==> src/rtl/branch_redirect_ctrl.sv <==
// Front-end recovery after EX branch resolution: one PC redirect per mispredict,
// then an IF/ID flush window. Also flags misaligned taken targets and counts mispredicts.
module branch_redirect_ctrl #(
  parameter int ADDR_W       = 32,
  parameter int FLUSH_CYCLES = 2,
  parameter int CNT_W        = 32
) (
  input  logic              i_clk,
  input  logic              i_rst,
  input  logic              i_ex_valid,
  input  logic              i_branch_taken,
  input  logic              i_pred_taken,
  input  logic [ADDR_W-1:0] i_pc,
  input  logic [ADDR_W-1:0] i_target,
  output logic              o_redir_valid,
  input  logic              i_redir_ready,
  output logic [ADDR_W-1:0] o_redir_pc,
  output logic              o_flush,
  output logic              o_busy,
  output logic              o_misalign,
  output logic [CNT_W-1:0]  o_mispredict_cnt
);

  // state    | meaning
  // IDLE     | watching EX for mispredicts / misaligned targets
  // REDIRECT | redirect offered to fetch, waiting for ready
  // FLUSH    | redirect accepted, flushing IF/ID for FLUSH_CYCLES cycles
  typedef enum logic [1:0] {IDLE, REDIRECT, FLUSH} state_t;

  localparam logic [2:0] FLUSH_LOAD = 3'(FLUSH_CYCLES - 1);

  state_t            state, state_nx;
  logic [2:0]        fcnt, fcnt_nx;
  logic              valid_nx, flush_nx, busy_nx, misalign_nx;
  logic [ADDR_W-1:0] pc_nx;
  logic [CNT_W-1:0]  cnt_nx;
  logic              bad, mp;
  logic [ADDR_W-1:0] new_pc;

  assign bad    = i_ex_valid & i_branch_taken & (i_target[1:0] != 2'b00);
  assign mp     = i_ex_valid & (i_branch_taken != i_pred_taken) & ~bad;
  assign new_pc = i_branch_taken ? i_target : i_pc + ADDR_W'(4);

  always_ff @(posedge i_clk) begin
    if (i_rst) begin
      state            <= IDLE;
      fcnt             <= '0;
      o_redir_valid    <= 1'b0;
      o_redir_pc       <= '0;
      o_flush          <= 1'b0;
      o_busy           <= 1'b0;
      o_misalign       <= 1'b0;
      o_mispredict_cnt <= '0;
    end else begin
      state            <= state_nx;
      fcnt             <= fcnt_nx;
      o_redir_valid    <= valid_nx;
      o_redir_pc       <= pc_nx;
      o_flush          <= flush_nx;
      o_busy           <= busy_nx;
      o_misalign       <= misalign_nx;
      o_mispredict_cnt <= cnt_nx;
    end
  end

  always_comb begin
    state_nx    = state;
    fcnt_nx     = fcnt;
    valid_nx    = o_redir_valid;
    pc_nx       = o_redir_pc;
    flush_nx    = o_flush;
    busy_nx     = o_busy;
    misalign_nx = 1'b0;
    cnt_nx      = o_mispredict_cnt;
    unique case (state)
      IDLE: begin
        valid_nx = 1'b0;
        flush_nx = 1'b0;
        busy_nx  = 1'b0;
        if (bad) begin
          misalign_nx = 1'b1;
        end else if (mp) begin
          pc_nx    = new_pc;
          valid_nx = 1'b1;
          flush_nx = 1'b1;
          busy_nx  = 1'b1;
          state_nx = REDIRECT;
          if (o_mispredict_cnt != '1) cnt_nx = o_mispredict_cnt + CNT_W'(1);
        end
      end
      REDIRECT: begin
        if (i_redir_ready) begin
          valid_nx = 1'b0;
          fcnt_nx  = FLUSH_LOAD;
          state_nx = FLUSH;
        end
      end
      FLUSH: begin
        // fcnt==0 marks the last flush cycle
        if (fcnt == 3'd0) begin
          flush_nx = 1'b0;
          busy_nx  = 1'b0;
          state_nx = IDLE;
        end else begin
          fcnt_nx = fcnt - 3'd1;
        end
      end
      default: begin
        valid_nx = 1'b0;
        flush_nx = 1'b0;
        busy_nx  = 1'b0;
        state_nx = IDLE;
      end
    endcase
  end

endmodule

==> config.mk <==
export PLATFORM = sky130hd
export DESIGN_NAME = branch_redirect_ctrl
export DESIGN_NICKNAME = d
export VERILOG_FILES = /design/src/rtl/branch_redirect_ctrl.sv
export SDC_FILE = /design/constraint.sdc
export NUM_CORES = 1
export LEC_CHECK = 0
export CORE_ASPECT_RATIO = 0.7
export CORE_MARGIN = 2
export CORE_UTILIZATION = 35
export CTS_BUF_LIST = sky130_fd_sc_hd__clkbuf_2
export DETAILED_ROUTE_END_ITERATION = 7
export PLACE_DENSITY = 0.67
export SYNTH_ARGS = -nofsm -noshare
export SYNTH_HDL_FRONTEND = slang
export SYNTH_SLANG_ARGS = --single-unit
==> constraint.sdc <==
create_clock -name i_clk -period 1.9 [get_ports i_clk]
set_input_delay 0.19 -clock i_clk [delete_from_list [all_inputs] [get_ports i_clk]]
set_output_delay 0.19 -clock i_clk [all_outputs]
set_load 0.005 [all_outputs]
==> impl_metrics.env <==
export IMPL_placed_cell_area_mm2=0.00636
export IMPL_first_pass_iters=5
export IMPL_p_seq_share_pct=49.3
export IMPL_maxCapViolCount=0
export IMPL_ys_warn_count=0
export IMPL_fin_cells=901
export IMPL_die_h_um=94.4
export IMPL_cts_tree="yes"
export IMPL_synth_cell_types=47
export IMPL_h_tree_depth=3
export IMPL_synth_area_leaders="dfxtp_1 35%, a21oi_1 5.3%, nand2_1 4.0%, nand3_1 3.6%, and3_1 2.9%"
export IMPL_final_cell_mix="135 x clkdlybuf4s50_1, 110 x buf_4, 59 x dfxtp_1"
export IMPL_endpoint_kind="flip-flop"
export IMPL_synth_edff_count=0
export IMPL_rows=32
export IMPL_violations="negative setup slack"
export IMPL_drive_above_1_share_pct=25.5
export IMPL_r2r_end="o_mispredict_cnt[16]"
export IMPL_maxSlewViolCount=0
export IMPL_power_share_clock_pct=32.1
export IMPL_synth_flop_cell="dfxtp_1"
export IMPL_synthesis_nets=583
export IMPL_synth_area_mm2=0.00409
export IMPL_yosysTopAreaCellShare_pct=35.3
export IMPL_vias=4865
export IMPL_antenna_found_initial=0
export IMPL_clock_sinks=72
export IMPL_fmax_mhz=487
export IMPL_p_sw_uw=862
export IMPL_routabilityCongestion=0.946
export IMPL_synth_seq_cells=72
export IMPL_grt_max_degree=76
export IMPL_critPathKind="flip-flop to flip-flop"
export IMPL_worstPathArrival_ns=2.53
export IMPL_required_ns=2.37
export IMPL_clk_latency_ns=0.54
export IMPL_dieArea_mm2=0.0126
export IMPL_ys_async_sr_fraction_pct=0
export IMPL_die_x_um=133
export IMPL_hold_path_startpoint="i_rst"
export IMPL_comb_power_share_pct=18.6
export IMPL_setup_viol=29
export IMPL_synth_seq_area_share_pct=35.3
export IMPL_dp_hpwl_um=10900
export IMPL_hold_ws_ns=0.141
export IMPL_timing_final_ws_setup_ns=-0.155
export IMPL_path_clk_slew_ns=0.21
export IMPL_synth_area_leader_cell="dfxtp_1"
export IMPL_vias_per_cell=5.40
export IMPL_syn_inst=509
export IMPL_holdPathStages=3
export IMPL_post_route_min_period_ns=2.06
export IMPL_grt_total_usage_pct=22.7
export IMPL_clk_path_buf_depth=2
export IMPL_worstSetupStartpointType="flip-flop"
export IMPL_grt_pass1_vias=4590
export IMPL_final_common_cell="clkdlybuf4s50_1"
export IMPL_ioPinCount=138
export IMPL_cp_max_fo=6
export IMPL_syn_area_per_cell_um2=8.03
export IMPL_cts_buffers=9
export IMPL_worst_r2r_cell_count=7
export IMPL_p_int_uw=2320
export IMPL_period_share_pct=108
export IMPL_core_area_mm2=0.0112
export IMPL_drc_errors=0
export IMPL_reg2reg_slack_ns=-0.16
export IMPL_wl_per_cell_um=16.6
export IMPL_peakVddDrop_mv=0.290
export IMPL_fin_area_mm2=0.00680
export IMPL_worst_pin_slew_ns=0.549
export IMPL_ant_nets=0
export IMPL_status="complete, but fails checks"
export IMPL_switching_share_pct=27.1
export IMPL_fin_skew_ns=0.0221
export IMPL_p_leak_uw=0.00252
export IMPL_first_iter_violations=321
export IMPL_routed_wl_um=15000
export IMPL_hold_path_class="input pin to flip-flop"
export IMPL_maxSlewHeadroom_pct=63.1
export IMPL_ctsHoldBuffers=0
export IMPL_antenna_cells=0
export IMPL_globalRouteOverflowTotal=0
export IMPL_total_power_uw=3180
export IMPL_initial_utilization_pct=36.4
export IMPL_p_per_area_mw_per_mm2=468
export IMPL_rsz0062_at_grt="true"
export IMPL_dp_cells=873
export IMPL_portBuffers=137
export IMPL_cts_root_buf="clkbuf_2"
export IMPL_grt_pass1_wl_um=22800
export IMPL_min_to="o_mispredict_cnt[9]"
export IMPL_area_delta_synth_final_pct=66.4
export IMPL_final_nets=817
export IMPL_finalHoldViolations=0
export IMPL_r2r_start="state[0]"
==> worst max-delay path, cell delays in order, from the launching register on <==
cell and delay [ns]:
dfxtp_2 0.36, or3b_4 0.43, a21oi_4 0.18, buf_4 0.16
o311ai_4 0.14, buf_4 0.19, or3_1 0.34, a21oi_1 0.19
==> cell type report <==
type,instances,area [um2]
Clock inverter,6,83.8
Clock buffer,10,50.0
Tap cell,153,191
Timing Repair Buffer,259,2330
Sequential cell,72,1470
Fill cell,968,4410
Inverter,11,41.3
Multi-Input combinational cell,390,2640
==> layer usage <==
metal	up-vias	share of wire (%)	routed length (um)	global-route usage (%)
met5	-	0	0	0
met4	0	1.5	231	6.03
met3	22	6.4	965	5.80
met2	168	46	6890	37.1
met1	2304	46	6890	30.2
li1	2371	-	-	-
==> power groups by stage <==
stage,combinational [uW],clock (uW),sequential (uW)
finish,591,1020,1570
CTS,572,1040,1570
global placement,555,0,1600
detailed placement,565,0,1600
global route,634,1110,1580
floorplan,192,0,1600
==> state kept, by name, indices dropped and copies added (netlist names) <==
signal	count
fcnt	3
o_busy	1
o_misalign	1
o_mispredict_cnt	32
o_redir_pc	32
o_redir_valid	1
state	2
==> how the worst max path moves through the flow <==
stage,to,from,slack [ns]
2_1_floorplan,o_mispredict_cnt[29],i_target[1],-0.03
3_3_place_gp,o_mispredict_cnt[29],i_target[1],-0.50
3_5_place_dp,o_mispredict_cnt[22],i_target[1],-0.67
4_1_cts,o_mispredict_cnt[11],state[0],-0.13
5_1_grt,o_mispredict_cnt[13],state[0],-0.22
6_report,o_mispredict_cnt[16],state[0],-0.16
==> synthesized netlist by cell type, drive strengths merged (6+ instances only) <==
master and instances:
a21oi 44, a31oi 7, and2 6, and3 19
and4 12, buf 8, clkbuf 29, dfxtp 72
inv 11, mux2 7, nand2 44, nand2b 11
nand3 29, nand4 19, nor2 23, nor2b 11
nor3 12, nor4 11, o211ai 8, o21ai 21
o22ai 9, o31ai 12, or3 9, or4 14
xnor2 13, xor2 11
==> per-stage QoR <==
| step | setup TNS (ns) | worst slack (ns) | util [%] |
|---|---|---|---|
| after floorplan | -0.0427 | -0.0277 | - |
| after global placement | -25.40 | -0.495 | 56.8 |
| after global routing | -4.09 | -0.224 | 60.6 |
| after detailed placement | -29.65 | -0.670 | 56.8 |
| after CTS | -1.48 | -0.134 | 58.3 |
| final | -1.99 | -0.155 | 60.6 |
==> kinds of logic (layout without fill, tap and decap cells) <==
group,Yosys count,count (layout),share of synthesized area [%]
simple gates,228,228,32.1
compound gates,123,124,18.9
flops,72,72,35.3
buf+inv,48,286,4.69
xor+xnor,24,24,5.15
mux,10,10,2.66
fa+ha+maj,4,4,1.23
==> what timing repair did <==
item / 4_1_cts / 5_1_grt
setup buffers: 1 / 8
pin swaps: 0 / 13
gates cloned: 0 / 3
hold endpoints to repair: 0 / 0
setup endpoints to repair: 49 / 48
gates resized for setup: 7 / 57
No activity file was read; power rests on OpenSTA's default activity.
